File: config.mk
export PLATFORM = sky130hd
export DESIGN_NAME = rom_fetch
export DESIGN_NICKNAME = d
export VERILOG_FILES = /design/src/rtl/rom_fetch_pkg.sv /design/src/rtl/rom_fetch_fifo.sv /design/src/rtl/rom_fetch.sv
export SDC_FILE = /design/constraint.sdc
export NUM_CORES = 1
export LEC_CHECK = 0
export BUFFER_PORTS_ARGS = -buffer_cell sky130_fd_sc_hd__buf_2
export CAP_MARGIN = 40
export CORE_MARGIN = 4
export CORE_UTILIZATION = 48
export CTS_CLUSTER_DIAMETER = 150
export DETAILED_ROUTE_END_ITERATION = 12
export GPL_TIMING_DRIVEN = 0
export PLACE_DENSITY = 0.69
export SLEW_MARGIN = 25
export SYNTH_ARGS = -nofsm -noshare
export SYNTH_HDL_FRONTEND = slang
export SYNTH_SLANG_ARGS = --single-unit
File: constraint.sdc
create_clock -name CK -period 7.1 [get_ports CK]
set_input_delay 1.42 -clock CK [delete_from_list [all_inputs] [get_ports CK]]
set_output_delay 1.42 -clock CK [all_outputs]
set_load 0.1 [all_outputs]
File: src/rtl/rom_fetch_pkg.sv
// Shared definitions for the ROM burst fetcher: default widths and FSM states.
// Latency: n/a (definitions only).
// Backpressure: n/a (definitions only).
package rom_fetch_pkg;

   localparam int AW_DEF    = 14;  // ROM address width
   localparam int DW_DEF    = 24;  // ROM data width
   localparam int DEPTH_DEF = 4;   // output buffer entries

   typedef enum logic [1:0] {
      IDLE  = 2'd0,
      FETCH = 2'd1,
      DRAIN = 2'd2
   } state_t;

endpackage

File: src/rtl/rom_fetch_fifo.sv
// Output buffer for fetched ROM words: DEPTH x DW FIFO, head entry shown on o_dout.
// Latency: a pushed word is visible on o_dout the cycle after the push edge.
// Backpressure: caller guarantees no push when full and no pop when empty.
// Ports: CK/reset clock and async active-low reset; i_push/i_push_dat write side;
//        i_pop read side; o_dout head word (0 when empty), o_valid, o_count occupancy.
module rom_fetch_fifo
   import rom_fetch_pkg::*;
#(
   parameter int DW    = DW_DEF,
   parameter int DEPTH = DEPTH_DEF
) (
   input  logic                     CK,
   input  logic                     reset,
   input  logic                     i_push,
   input  logic [DW-1:0]            i_push_dat,
   input  logic                     i_pop,
   output logic [DW-1:0]            o_dout,
   output logic                     o_valid,
   output logic [$clog2(DEPTH):0]   o_count
);

   localparam int PW = $clog2(DEPTH);

   logic [DW-1:0]  r_mem [DEPTH];
   logic [PW-1:0]  r_wr;
   logic [PW-1:0]  r_rd;
   logic [PW:0]    r_count;

   // Storage is not reset; o_dout is forced to zero while empty instead.
   always_ff @(posedge CK) begin
      if (i_push) begin
         r_mem[r_wr] <= i_push_dat;
      end
   end

   // DEPTH is a power of two, so the pointers wrap on their own.
   always_ff @(posedge CK or negedge reset) begin
      if (!reset) begin
         r_wr    <= '0;
         r_rd    <= '0;
         r_count <= '0;
      end else begin
         if (i_push) begin
            r_wr <= r_wr + 1'b1;
         end
         if (i_pop) begin
            r_rd <= r_rd + 1'b1;
         end
         case ({i_push, i_pop})
            2'b10:   r_count <= r_count + 1'b1;
            2'b01:   r_count <= r_count - 1'b1;
            default: r_count <= r_count;
         endcase
      end
   end

   assign o_valid = (r_count != '0);
   assign o_dout  = o_valid ? r_mem[r_rd] : '0;
   assign o_count = r_count;

endmodule

File: src/rtl/rom_fetch.sv
// Burst fetcher: reads len consecutive ROM words from base and streams them out in order.
// Latency: first word on dout two edges after the accepted start edge; then 1 word/cycle.
// Backpressure: address issue stalls when buffered + in-flight words would exceed DEPTH.
// Ports: CK clock, reset async active-low; start/base/len burst request (sampled in IDLE);
//        busy/done status; rom_A/rom_OE/rom_Q synchronous ROM port (1-cycle read);
//        dout/dout_valid/dout_ready consumer handshake.
module rom_fetch
   import rom_fetch_pkg::*;
#(
   parameter int AW    = AW_DEF,
   parameter int DW    = DW_DEF,
   parameter int DEPTH = DEPTH_DEF
) (
   input  logic          CK,
   input  logic          reset,
   input  logic          start,
   input  logic [AW-1:0] base,
   input  logic [AW:0]   len,
   output logic          busy,
   output logic          done,
   output logic [AW-1:0] rom_A,
   output logic          rom_OE,
   input  logic [DW-1:0] rom_Q,
   output logic [DW-1:0] dout,
   output logic          dout_valid,
   input  logic          dout_ready
);

   localparam int          CW       = $clog2(DEPTH) + 1;
   localparam logic [CW:0] LP_DEPTH = (CW+1)'(DEPTH);

   state_t          r_state;
   state_t          w_state_nxt;
   logic [AW-1:0]   r_addr;      // next address to issue; drives rom_A directly
   logic [AW:0]     r_remain;    // addresses still to issue
   logic            r_inflight;  // word on rom_Q this cycle belongs to an issued address
   logic            r_done;

   logic            w_accept;
   logic            w_len_zero;
   logic            w_issue;
   logic            w_pop;
   logic            w_last;
   logic [CW-1:0]   w_count;
   logic [CW:0]     w_occ;

   // The done cycle still counts as busy, so a start there is ignored.
   assign w_accept   = start && (r_state == IDLE) && !r_done;
   assign w_len_zero = (len == '0);

   // Reserve a buffer slot for the word already in flight before issuing another.
   assign w_occ   = {1'b0, w_count} + {{CW{1'b0}}, r_inflight};
   assign w_issue = (r_state == FETCH) && (r_remain != '0) && (w_occ < LP_DEPTH);

   assign w_pop  = dout_valid && dout_ready;
   // All addresses are issued in DRAIN; the burst ends when the only remaining word leaves.
   assign w_last = (r_state == DRAIN) && !r_inflight && (w_count == CW'(1)) && w_pop;

   always_ff @(posedge CK or negedge reset) begin
      if (!reset) begin
         r_state <= IDLE;
      end else begin
         r_state <= w_state_nxt;
      end
   end

   always_comb begin
      w_state_nxt = r_state;
      case (r_state)
         IDLE:    if (w_accept && !w_len_zero)          w_state_nxt = FETCH;
         FETCH:   if (w_issue && (r_remain == (AW+1)'(1))) w_state_nxt = DRAIN;
         DRAIN:   if (w_last)                           w_state_nxt = IDLE;
         default:                                       w_state_nxt = IDLE;
      endcase
   end

   always_ff @(posedge CK or negedge reset) begin
      if (!reset) begin
         r_addr     <= '0;
         r_remain   <= '0;
         r_inflight <= 1'b0;
         r_done     <= 1'b0;
      end else begin
         // ROM answers one cycle after the address, so capture trails issue by one edge.
         r_inflight <= w_issue;
         r_done     <= (w_accept && w_len_zero) || w_last;
         if (w_accept && !w_len_zero) begin
            r_addr   <= base;
            r_remain <= len;
         end else if (w_issue) begin
            r_addr   <= r_addr + 1'b1;   // wraps modulo 2^AW
            r_remain <= r_remain - 1'b1;
         end
      end
   end

   rom_fetch_fifo #(
      .DW    (DW),
      .DEPTH (DEPTH)
   ) u_fifo (
      .CK         (CK),
      .reset      (reset),
      .i_push     (r_inflight),
      .i_push_dat (rom_Q),
      .i_pop      (w_pop),
      .o_dout     (dout),
      .o_valid    (dout_valid),
      .o_count    (w_count)
   );

   assign busy   = (r_state != IDLE) || r_done;
   assign done   = r_done;
   assign rom_OE = busy;
   assign rom_A  = r_addr;

endmodule

-- Word-level counts from Yosys, hierarchy flattened
Memory sizes are Yosys's and may differ from the RTL's.
Cells that the tools add are included.
- flip-flop bits (word level): 40
- memory bits (writable): 96
- word-level logic and storage cells: 62
- memories kept: 1
- memories (name ; depth ; bits a word ; rd ports ; clocked after Yosys merged registers in ; wr ports ; RTL line ; RTL):
    u_fifo.r_mem ; 4 ; 24 ; 1 ; 0 ; 1 ; rom_fetch_fifo.sv:24 ; logic [DW-1:0] r_mem [DEPTH];
- add/subtract/negate cells: 7
- magnitude comparators: 1
- equal/unequal tests: 9
- multiplexer cells: 12
- reductions and logical operators: 24
- operators by type and width (operator ; count):
    15-bit 2-to-1 mux ; 2
    14-bit 2-to-1 mux ; 2
    24-bit 2-to-1 mux ; 1
    15-bit by 1-bit == test with 1-bit output, second input constant ; 1
    15-bit logical NOT ; 1
    15-bit nonzero test ; 1
    15-bit by 1-bit subtractor with 15-bit output, second input constant ; 1
    14-bit by 1-bit adder with 14-bit output, second input constant ; 1
    1-bit logical AND ; 11
    2-bit 2-to-1 mux ; 3
    2-bit one-hot mux with 3 select lines ; 1
    3-bit one-hot mux with 2 select lines ; 1
    2-bit nonzero test ; 3
    2-bit by 1-bit adder with 2-bit output, second input constant ; 2
    3-bit by 1-bit adder with 4-bit output ; 1
    2-bit by 1-bit == test with 1-bit output, second input constant ; 2
    2-bit == test, second input constant ; 2
    4-bit by 3-bit less-than comparator with 1-bit output, second input constant ; 1
    2-bit by 1-bit inequality test with 1-bit output, second input constant ; 2
    3-bit by 1-bit adder with 3-bit output, second input constant ; 1
    3-bit by 1-bit == test with 1-bit output, second input constant ; 1
    1-bit logical NOT ; 3
    3-bit AND reduction ; 1
    3-bit nonzero test ; 1
    5 further kinds ; 7

-- Logic depth before layout (Yosys ltp)
Gate-level depths: netlist of run 1.
- depth in word-level cells: 6
- gate-level depth with buffers: 9

-- Hierarchy
Synthesis of run 1 repeated with hierarchy kept, for this count alone.
- cells, all modules: 392
- area total of the unflattened synthesis: 5992.0 um^2
- by module, submodules not included (module ; times used ; cells an instance ; area each (um^2) ; seq. area each (um^2)):
    rom_fetch_fifo ; 1 ; 188 ; 4027.6 ; 3057.9
    rom_fetch ; 1 ; 204 ; 1964.4 ; 825.8

-- Worst setup path after synthesis of run 1
No wires, ideal clock.
- path type: reg2out
- from: register u_fifo.r_count[0], in the netlist u_fifo.o_count[0]
- to: output dout[14]
- arrival: 2.673 ns
- required time: 5.680 ns
- setup slack: 3.007 ns
- stages on the path, launching flop included: 6
- path through: dfrtp_1 > inv_1 > ha_1 > nand2b_1 > clkbuf_1 > and2_1
- cells in the longest elaborated chain, start to end: 2
- RTL lines (element ; RTL line ; RTL):
    start: declaration ; rom_fetch_fifo.sv:27 ; logic [PW:0] r_count;
    start signal: assignment ; rom_fetch_fifo.sv:50 ; 2'b10: r_count <= r_count + 1'b1;
    start signal: assignment ; rom_fetch_fifo.sv:51 ; 2'b01: r_count <= r_count - 1'b1;
    start signal: assignment ; rom_fetch_fifo.sv:52 ; default: r_count <= r_count;
    3-bit nonzero test ; rom_fetch_fifo.sv:57 ; assign o_valid = (r_count != '0);
    named net dout_valid ; rom_fetch.sv:25 ; output logic dout_valid,
    24-bit 2-to-1 mux ; rom_fetch_fifo.sv:58 ; assign o_dout = o_valid ? r_mem[r_rd] : '0;
    end: declaration ; rom_fetch.sv:24 ; output logic [DW-1:0] dout,
The timed path passes the listed nets, and every way through them passes these cells.

-- Worst setup path after layout of run 1
- from: register u_fifo.r_rd[0]
- to: output dout[18]
- cells in the longest elaborated chain, start to end: 2
- RTL lines (element ; RTL line ; RTL):
    start: declaration ; rom_fetch_fifo.sv:26 ; logic [PW-1:0] r_rd;
    start signal: assignment ; rom_fetch_fifo.sv:47 ; r_rd <= r_rd + 1'b1;
    memory 4 x 24 bit ; -- ;
    24-bit 2-to-1 mux ; rom_fetch_fifo.sv:58 ;
No other way between the ends.

==> impl_metrics.csv, run 1 <==
group,metric,value,unit
finish,final_common_cell,"buf_2",
floorplan,die_y,120,um
logic_synthesis,async_flop_share,29.4,%
clock_tree,cts-resized-gates,0,
finish,diodes,0,
timing,min_period,4220,ps
finish,fin_nets,593,
status,outcome,"completed",
logic_synthesis,synth_seq_area_share,64.4,%
place,io_buffer_count,98,
logic_synthesis,yosys.area_share.simple,12.0,%
critical_path,worstSetupPathType,"register to output pin",
place,dp_hpwl,8.42,mm
timing,rsz0062_at_grt,"no",
critical_path,crit_slowest_cell,"mux4_2",
global_route,grt_start_max_net_pins,25,
clock_tree,cts-htree-levels,4,
logic_synthesis,synthAdderAreaFrac,2.49,%
timing,worstMarginPinSlew,727,ps
timing,finalCritPeriodShare,59.4,%
floorplan,rows,40,
detailed_routing,antenna_left,0,
finish,syn_to_final_growth,21.9,%
detailed_routing,post-route-drc-count,0,
clock_tree,postCtsHoldBufs,0,
timing,fmax,0.237,GHz
clock_tree,cts_root_buffer,"clkbuf_16",
logic_synthesis,synth_compound_area_share,6.12,%
critical_path,path_buf_inv,4,
critical_path,crit_family,"buffers and inverters",
floorplan,io_pins,99,
detailed_routing,vias,3851,
logic_synthesis,synthDistinctLibCells,58,
critical_path,cp_data_required_time,5680,ps
clock_tree,postCtsSetupBuffers,0,
logic_synthesis,syn_avg_cell_area,14.9,um2
logic_synthesis,synth_enable_flop_cells,96,
logic_synthesis,syn_inst,404,
global_route,grt_pass1_vias,3991,
critical_path,critical_path_depth,6,
detailed_routing,drtIter0Drc,313,
timing,max-slew-margin-rel,51.2,%
finish,most-common-layout-cells,"100 x buf_2, 96 x edfxtp_1, 40 x dfrtp_1",
clock_tree,cts_buffers,17,
logic_synthesis,synth-xor-area-share,2.47,%
timing,finalMaxSlewViolations,0,
critical_path,critPathArrivalTime,2800,ps
floorplan,initial_core_util,49.6,%
logic_synthesis,syn_nets,473,
detailed_routing,wl_per_cell,17.5,um
timing,finalSetupViolCount,0,
clock_tree,cts_sinks,136,
critical_path,end_kind,"output pin",
global_route,grt_pass1_wl,20.3,mm
critical_path,crit_chain,"clkbuf_1 > buf_1 > buf_6 > mux4_2 > and2_1 > buf_2",
job,maxCapViolations,0,
critical_path,r2r_cells,7,
clock_tree,cts_max_path_buffers,2,
hold_path,holdPathStages,1,
detailed_routing,wl,12.4,mm
logic_synthesis,synth_seq_cells,136,
clock_tree,insertion_delay,410,ps
floorplan,dieArea,14400,um2
critical_path,critical_path.max_fanout,8,
logic_synthesis,synth_top_family_by_area,"simple AND/OR/NAND/NOR gates",
global_route,grt_usage,18.4,%
timing,fin_setup_tns,0,ps
place,gp_congestion,0.819,
finish,utilization,60.4,%
floorplan,core_area,12200,um2
floorplan,die_w,120,um
logic_synthesis,synth.area.mux_share,9.79,%
logic_synthesis,synth_area,6030,um2
global_route,antenna_found_initial,0,
finish,layout-drive-gt1-share,33.5,%
timing,hold_viol,0,
logic_synthesis,yosys_warnings,0,
critical_path,max_stage_delay,490,ps
hold_path,hold_class,"register to register",
clock_tree,clkTransAtPathRegs,50,ps
clock_tree,cts_tree,"done",
global_route,grt_overflow_total,0,
critical_path,start_kind,"register",
detailed_routing,drtPass1Iterations,4,
logic_synthesis,ys.flop_type,"edfxtp_1",
timing,skew,7.12,ps
detailed_routing,viasPerCell,5.46,
[worst reg2reg max path, stage by stage (launching register included)]
cell	delay (ps)
dfrtp_1	440
inv_1	90
ha_1	190
or4b_2	620
nor4_1	560
nor3_1	280
a311oi_1	340
nor3_1	90
[stage by stage]
step	setup slack (ps)	cells	hold slack (ps)	area, um2
floorplan	3010	404	472	6030
global placement	3020	670	497	6730
detailed placement	3080	672	501	6780
CTS	2620	704	518	7340
global route	2640	705	546	7350
finish	2880	705	518	7350
[area by class of cell]
| cell class | instances | area [um2] |
|---|---|---|
| clock inverters | 13 | 130 |
| flip-flops and latches | 136 | 3880 |
| fillers | 931 | 4810 |
| multi-input cells | 233 | 1990 |
| repair buffers | 101 | 541 |
| clock buffers | 19 | 433 |
| plain buffers | 22 | 113 |
| well taps | 168 | 210 |
| inverters | 13 | 53.8 |
[metal layers]
metal | track usage, % | vias to the layer above | share of wire [%]
met4 | 6.44 | 0 | 1.2
met3 | 4.76 | 12 | 6.1
li1 | - | 1795 | -
met5 | 0 | - | 0
met1 | 22.9 | 1909 | 42
met2 | 31.3 | 135 | 51
[registers in the layout (all words and copies together) (netlist names)]
name / count
u_fifo.r_mem: 96
r_remain: 15
rom_A: 14
u_fifo.o_count: 3
r_state: 2
u_fifo.r_rd: 2
u_fifo.r_wr: 2
done: 1
r_inflight: 1
[cells in the mapped netlist, drive strengths merged, types with 2 or more instances]
cell type | number | area share, %
a2111oi | 2 | 0.50
a211oi | 7 | 0.95
a21oi | 4 | 0.33
a221o | 6 | 1.0
a311oi | 4 | 0.58
a31oi | 2 | 0.21
and2 | 30 | 3.1
and3 | 4 | 0.44
and4 | 2 | 0.29
buf | 8 | 0.87
clkbuf | 13 | 0.81
dfrtp | 40 | 17
edfxtp | 96 | 48
ha | 12 | 2.5
inv | 13 | 0.89
mux2i | 5 | 0.83
mux4 | 24 | 9.0
nand2 | 25 | 1.7
nand3 | 4 | 0.33
nand4 | 8 | 0.83
nor2 | 20 | 1.4
nor3 | 12 | 1.0
nor4 | 7 | 0.97
nor4b | 2 | 0.29
o21ai | 13 | 1.1
o221a | 2 | 0.37
or3 | 5 | 0.58
or4 | 2 | 0.31
xnor2 | 13 | 1.9
xor2 | 4 | 0.58
[final timing paths]
path,slack (ps),from,to
setup / recovery,2880,u_fifo.r_rd[0],dout[18]
max in group asynchronous,5650,reset,rom_A[4]
hold / removal,520,rom_A[6],rom_A[6]
hold reg to reg,520,rom_A[6],rom_A[6]
setup reg to reg,4370,r_remain[0],rom_A[8]
min in group asynchronous,970,reset,r_remain[8]
[cell families (layout without fill, tap and decap cells)]
family | count (synthesis) | in the layout
buf+inv | 35 | 168
mux | 29 | 29
fa+ha+maj | 12 | 12
flops | 136 | 136
simple gates | 127 | 127
compound gates | 48 | 48
xor+xnor | 17 | 17
Power of run 1 is not shown: default switching activity piles up to over one toggle a cycle in this logic, so the estimate is an artifact.
==> run 2: changes to the inputs <==
--- a/config.mk
+++ b/config.mk
@@ -5,6 +5,7 @@
 export SDC_FILE = /design/constraint.sdc
 export NUM_CORES = 1
 export LEC_CHECK = 0
+export ABC_AREA = 1
 export BUFFER_PORTS_ARGS = -buffer_cell sky130_fd_sc_hd__buf_2
 export CAP_MARGIN = 40
 export CORE_MARGIN = 4
@@ -12,7 +13,7 @@
 export CTS_CLUSTER_DIAMETER = 150
 export DETAILED_ROUTE_END_ITERATION = 12
 export GPL_TIMING_DRIVEN = 0
-export PLACE_DENSITY = 0.69
+export PLACE_DENSITY = 0.68
 export SLEW_MARGIN = 25
 export SYNTH_ARGS = -nofsm -noshare
 export SYNTH_HDL_FRONTEND = slang
==> constraint.sdc (replaced) <==
create_clock -name CK -period 4.3 [get_ports CK]
set_input_delay 0.86 -clock CK [delete_from_list [all_inputs] [get_ports CK]]
set_output_delay 0.86 -clock CK [all_outputs]
set_load 0.1 [all_outputs]
==> impl_metrics.csv, run 2 <==
group,metric,value,unit
finish,n_fill_cell,1159,
status,outcome,"completed",
timing,hold_viol,0,
finish,seq_area,3880,um2
clock_tree,cts_max_path_buffers,2,
floorplan,die_y,125,um
detailed_routing,viasPerCell,5.10,
logic_synthesis,synth_seq_cells,136,
detailed_routing,drtPass1Iterations,5,
finish,largest_reg_flops,96,
hold_path,hold_class,"input pin to async pin",
logic_synthesis,synth_area_leader_cell,"edfxtp_1",
clock_tree,cts-htree-levels,4,
floorplan,rows,42,
clock_tree,cts_sinks,136,
timing,finalCritPeriodShare,80.8,%
clock_tree,cts-resized-gates,0,
floorplan,core_area,13300,um2
timing,rsz0062_at_grt,"no",
clock_tree,postCtsHoldBufs,0,
critical_path,r2r_cells,10,
finish,multi_input_area,2340,um2
place,dp_hpwl,10.4,mm
logic_synthesis,synth_area,6570,um2
critical_path,reg2reg_slack,1880,ps
critical_path,cp_data_required_time,3440,ps
critical_path,critPathArrivalTime,2610,ps
floorplan,dieArea,15600,um2
timing,max-slew-margin-rel,55.1,%
global_route,grt_pass1_wl,24.8,mm
global_route,grt_pass1_vias,5130,
place,gp_congestion,0.843,
finish,layout-drive-gt1-share,20.4,%
critical_path,r2r_end,"u_fifo.o_count[2]",
job,maxCapViolations,0,
floorplan,initial_core_util,49.2,%
timing,skew,8.46,ps
global_route,grt_start_max_net_pins,26,
detailed_routing,antenna_left,0,
global_route,grt_overflow_total,0,
logic_synthesis,synthDistinctLibCells,31,
logic_synthesis,ys.flop_type,"edfxtp_1",
clock_tree,clkTransAtPathRegs,60,ps
floorplan,die_w,125,um
critical_path,worstReg2RegStart,"u_fifo.o_count[1]",
finish,regMostFlops,"u_fifo.r_mem",
finish,final_common_cell,"nand2_1",
timing,min_period,3470,ps
clock_tree,cts_tree,"done",
logic_synthesis,async_flop_share,29.4,%
place,io_buffer_count,98,
clock_tree,insertion_delay,420,ps
logic_synthesis,synth_seq_area_share,59.1,%
logic_synthesis,synth_enable_flop_cells,96,
global_route,antenna_found_initial,1,
detailed_routing,drtIter0Drc,376,
detailed_routing,wl_per_cell,15.0,um
logic_synthesis,synth.most_common_cell,"nand2_1",
timing,finalMaxSlewViolations,0,
finish,syn_to_final_growth,20.5,%
logic_synthesis,yosys_warnings,0,
finish,most-common-layout-cells,"148 x nand2_1, 140 x nor2_1, 101 x buf_2",
logic_synthesis,syn_avg_cell_area,9.37,um2
detailed_routing,wl,15.1,mm
logic_synthesis,syn_inst,701,
finish,diodes,0,
floorplan,io_pins,99,
timing,fin_setup_tns,0,ps
timing,worstMarginPinSlew,671,ps
critical_path,worstSetupPathType,"register to output pin",
critical_path,start_kind,"register",
global_route,grt_usage,19.8,%
logic_synthesis,synth.area.top_cells,"edfxtp_1 44%, dfrtp_1 15%, nand2_1 8.5%, nor2_1 8.0%, o21ai_0 4.2%",
timing,finalSetupViolCount,0,
timing,fmax,0.288,GHz
logic_synthesis,syn_nets,770,
critical_path,end_kind,"output pin",
critical_path,critical_path.max_fanout,10,
clock_tree,postCtsSetupBuffers,0,
detailed_routing,post-route-drc-count,0,
logic_synthesis,synth_top_cell_area_share,43.9,%
clock_tree,cts_root_buffer,"clkbuf_16",
logic_synthesis,ys_top_cells_by_count,"148 x nand2_1, 140 x nor2_1, 96 x edfxtp_1",
clock_tree,cts_buffers,17,
detailed_routing,vias,5145,
finish,fin_nets,888,
## run 2: critical path, cell delays in order, from the launching register on
cell and delay, ps:
dfrtp_1 360, clkbuf_1 160, inv_2 80, clkbuf_1 360
clkbuf_1 430, o21ai_0 190, a21oi_1 170, buf_2 450
## run 2: final cells by class
type / count / share of cell area (%)
plain buffers: 29 / 1.94
clock buffers: 18 / 5.42
clock inverters: 14 / 2.36
inverters: 49 / 2.36
multi-input cells: 487 / 29.6
flip-flops and latches: 136 / 49.1
well taps: 176 / 2.78
repair buffers: 99 / 6.45
## run 2: worst max-delay path by stage
| stage | endpoint | cells after the start | startpoint | slack (ps) |
|---|---|---|---|---|
| floorplan | dout[21] | 6 | u_fifo.r_rd[0] | 850 |
| CTS | dout[21] | 7 | u_fifo.o_count[1] | 800 |
| global route | dout[19] | 7 | u_fifo.o_count[0] | 650 |
| global placement | dout[21] | 7 | u_fifo.r_rd[0] | 1250 |
| finish | dout[6] | 7 | u_fifo.r_rd[0] | 830 |
| detailed placement | dout[21] | 7 | u_fifo.o_count[1] | 1240 |
## run 2: cells by family (layout without fill, tap and decap cells)
family	Yosys count	count (layout)	synth area share, %
buffers and inverters	78	209	5.18
XOR/XNOR	15	15	2.00
AO/OA/AOI/OAI	81	81	6.21
AND/OR/NAND/NOR	379	379	25.2
flip-flops	136	136	59.1
adder cells (fa/ha/maj)	12	12	2.29
## run 2: layer usage
metal  vias to the layer above  routed length [um]  track usage (%)
li1                       2559                   -                -
met1                      2425                6420             23.5
met2                       139                7770             35.3
met3                        20                 690             4.35
met4                         2                 210             7.33
met5                         -                   7                0
## run 2: stage by stage
step / util (%) / hold WS [ps] / cells / cell area, um2 / setup slack (ps)
CTS: 59.3 / 370 / 1008 / 7920 / 798
detailed placement: 54.7 / 512 / 976 / 7300 / 1240
global route: 59.3 / 391 / 1008 / 7920 / 646
floorplan: - / 471 / 701 / 6570 / 850
global placement: 54.5 / 491 / 975 / 7280 / 1250
finish: 59.3 / 369 / 1008 / 7920 / 825
Power of run 2 is left out for the same reason.
==> run 3: changes to the inputs <==
--- a/config.mk
+++ b/config.mk
@@ -5,7 +5,7 @@
 export SDC_FILE = /design/constraint.sdc
 export NUM_CORES = 1
 export LEC_CHECK = 0
-export ABC_AREA = 1
+export ABC_AREA = 0
 export BUFFER_PORTS_ARGS = -buffer_cell sky130_fd_sc_hd__buf_2
 export CAP_MARGIN = 40
 export CORE_MARGIN = 4
@@ -13,7 +13,7 @@
 export CTS_CLUSTER_DIAMETER = 150
 export DETAILED_ROUTE_END_ITERATION = 12
 export GPL_TIMING_DRIVEN = 0
-export PLACE_DENSITY = 0.68
+export PLACE_DENSITY = 0.71
 export SLEW_MARGIN = 25
 export SYNTH_ARGS = -nofsm -noshare
 export SYNTH_HDL_FRONTEND = slang
==> constraint.sdc (replaced) <==
create_clock -name CK -period 2.81 [get_ports CK]
set_input_delay 0.562 -clock CK [delete_from_list [all_inputs] [get_ports CK]]
set_output_delay 0.562 -clock CK [all_outputs]
set_load 0.1 [all_outputs]
==> impl_metrics.csv, run 3 (synthesis results as in run 1) <==
group,metric,value,unit
status,outcome,"completed",
finish,largest_reg_flops,96,
global_route,grt_usage,19.0,%
finish,syn_to_final_growth,23.2,%
floorplan,initial_core_util,49.6,%
critical_path,critical_path.max_fanout,8,
clock_tree,cts_buffers,17,
critical_path,worstReg2RegStart,"r_remain[0]",
floorplan,rows,40,
floorplan,die_y,120,um
critical_path,r2r_end,"r_remain[2]",
timing,finalMaxSlewViolations,0,
timing,min_period,2680,ps
place,gp_congestion,0.856,
job,maxCapViolations,0,
place,dp_hpwl,8.77,mm
timing,rsz0062_at_grt,"no",
finish,regMostFlops,"u_fifo.r_mem",
detailed_routing,wl_per_cell,18.2,um
critical_path,end_kind,"output pin",
finish,postLayoutCellArea,7430,um2
clock_tree,cts_tree,"done",
finish,fin_nets,592,
clock_tree,clkTransAtPathRegs,50,ps
critical_path,critPathArrivalTime,2110,ps
timing,hold_viol,0,
clock_tree,cts_root_buffer,"clkbuf_16",
clock_tree,insertion_delay,410,ps
detailed_routing,vias,3832,
timing,fmax,0.374,GHz
finish,most-common-layout-cells,"96 x edfxtp_1, 83 x buf_2, 39 x dfrtp_1",
timing,setup_ws,135,ps
global_route,grt_pass1_vias,4192,
critical_path,cp_data_required_time,2250,ps
detailed_routing,wl,12.8,mm
floorplan,dieArea,14400,um2
global_route,grt_start_max_net_pins,26,
clock_tree,cts_sinks,136,
place,dp_slack,-375,ps
critical_path,start_kind,"register",
critical_path,reg2reg_slack,190,ps
detailed_routing,drtIter0Drc,206,
detailed_routing,antenna_left,0,
detailed_routing,drtPass1Iterations,4,
finish,final_common_cell,"edfxtp_1",
finish,diodes,0,
clock_tree,cts_max_path_buffers,2,
timing,finalCritPeriodShare,95.2,%
finish,multi_input_area,2020,um2
finish,n_fill_cell,924,
timing,max-slew-margin-rel,43.8,%
finish,seq_area,3880,um2
timing,skew,7.73,ps
floorplan,core_area,12200,um2
hold_path,hold_class,"input pin to async pin",
detailed_routing,post-route-drc-count,0,
place,place_area,6790,um2
timing,worstMarginPinSlew,836,ps
detailed_routing,viasPerCell,5.44,
timing,finalSetupViolCount,0,
critical_path,r2r_cells,9,
global_route,grt_overflow_total,0,
global_route,antenna_found_initial,0,
floorplan,die_w,120,um
clock_tree,cts-htree-levels,4,
place,io_buffer_count,98,
finish,layout-drive-gt1-share,38.8,%
global_route,grt_pass1_wl,21.2,mm
floorplan,io_pins,99,
critical_path,worstSetupPathType,"register to output pin",
==> run 3: cell count changes in the layout (fill, tap and decap cells not counted), moves of 20 or more <==
cell     before  now
nand2_1     148   24
nor2_1      140   19
nand3_1      54    4
mux4_2        0   24
o21ai_0      55   12
and2_2        0   22
a21oi_1      24    4
inv_1        39   12
==> run 3: layout make-up <==
class,instances,share of cell area (%)
clock inverter,14,1.80
inverter,13,0.724
multi-input combinational,233,27.1
timing repair buffer,102,7.86
sequential,136,52.3
clock buffer,18,5.77
buffer,20,1.62
tap,168,2.83
==> run 3: through the flow <==
stage          instances  hold slack, ps  utilization, %  TNS, ps
2_1_floorplan        404             266               -    -67.6
3_3_place_gp         670             501            55.5    -6700
3_5_place_dp         672             498            55.8    -3340
4_1_cts              705            66.7            61.1        0
5_1_grt              704            87.7            61.1        0
6_report             704            82.5            61.1        0
==> run 3: critical path, stage by stage, from the launching register on <==
cell and delay (ps):
dfrtp_2 390, buf_2 170, buf_6 180, mux4_2 520
and2_2 210, buf_4 230
==> run 3: repair_timing <==
item	4_1_cts	5_1_grt
cloned	0	0
endpoints found under the setup margin	24	23
setup buffers	2	0
hold buffers	0	0
pin swaps	0	0
gates resized for setup	27	4
==> run 3: worst max path at each step <==
stage	from	to	slack, ps
after floorplan	u_fifo.r_rd[0]	dout[14]	-70
final	u_fifo.r_rd[0]	dout[12]	130
after global routing	r_state[1]	rom_A[4]	40
after CTS	u_fifo.r_rd[1]	dout[12]	6
after global placement	u_fifo.r_rd[0]	dout[6]	-430
after detailed placement	u_fifo.r_rd[0]	dout[15]	-380
==> run 3: metal layers <==
metal  GRT usage (%)  vias up  routed length [um]
met5               0        -                   0
met1            24.1     1916                5480
li1                -     1787                   -
met4            6.94        0                 176
met3            4.71       15                 647
met2            31.8      114                6490
Power of run 3 is left out for the same reason.
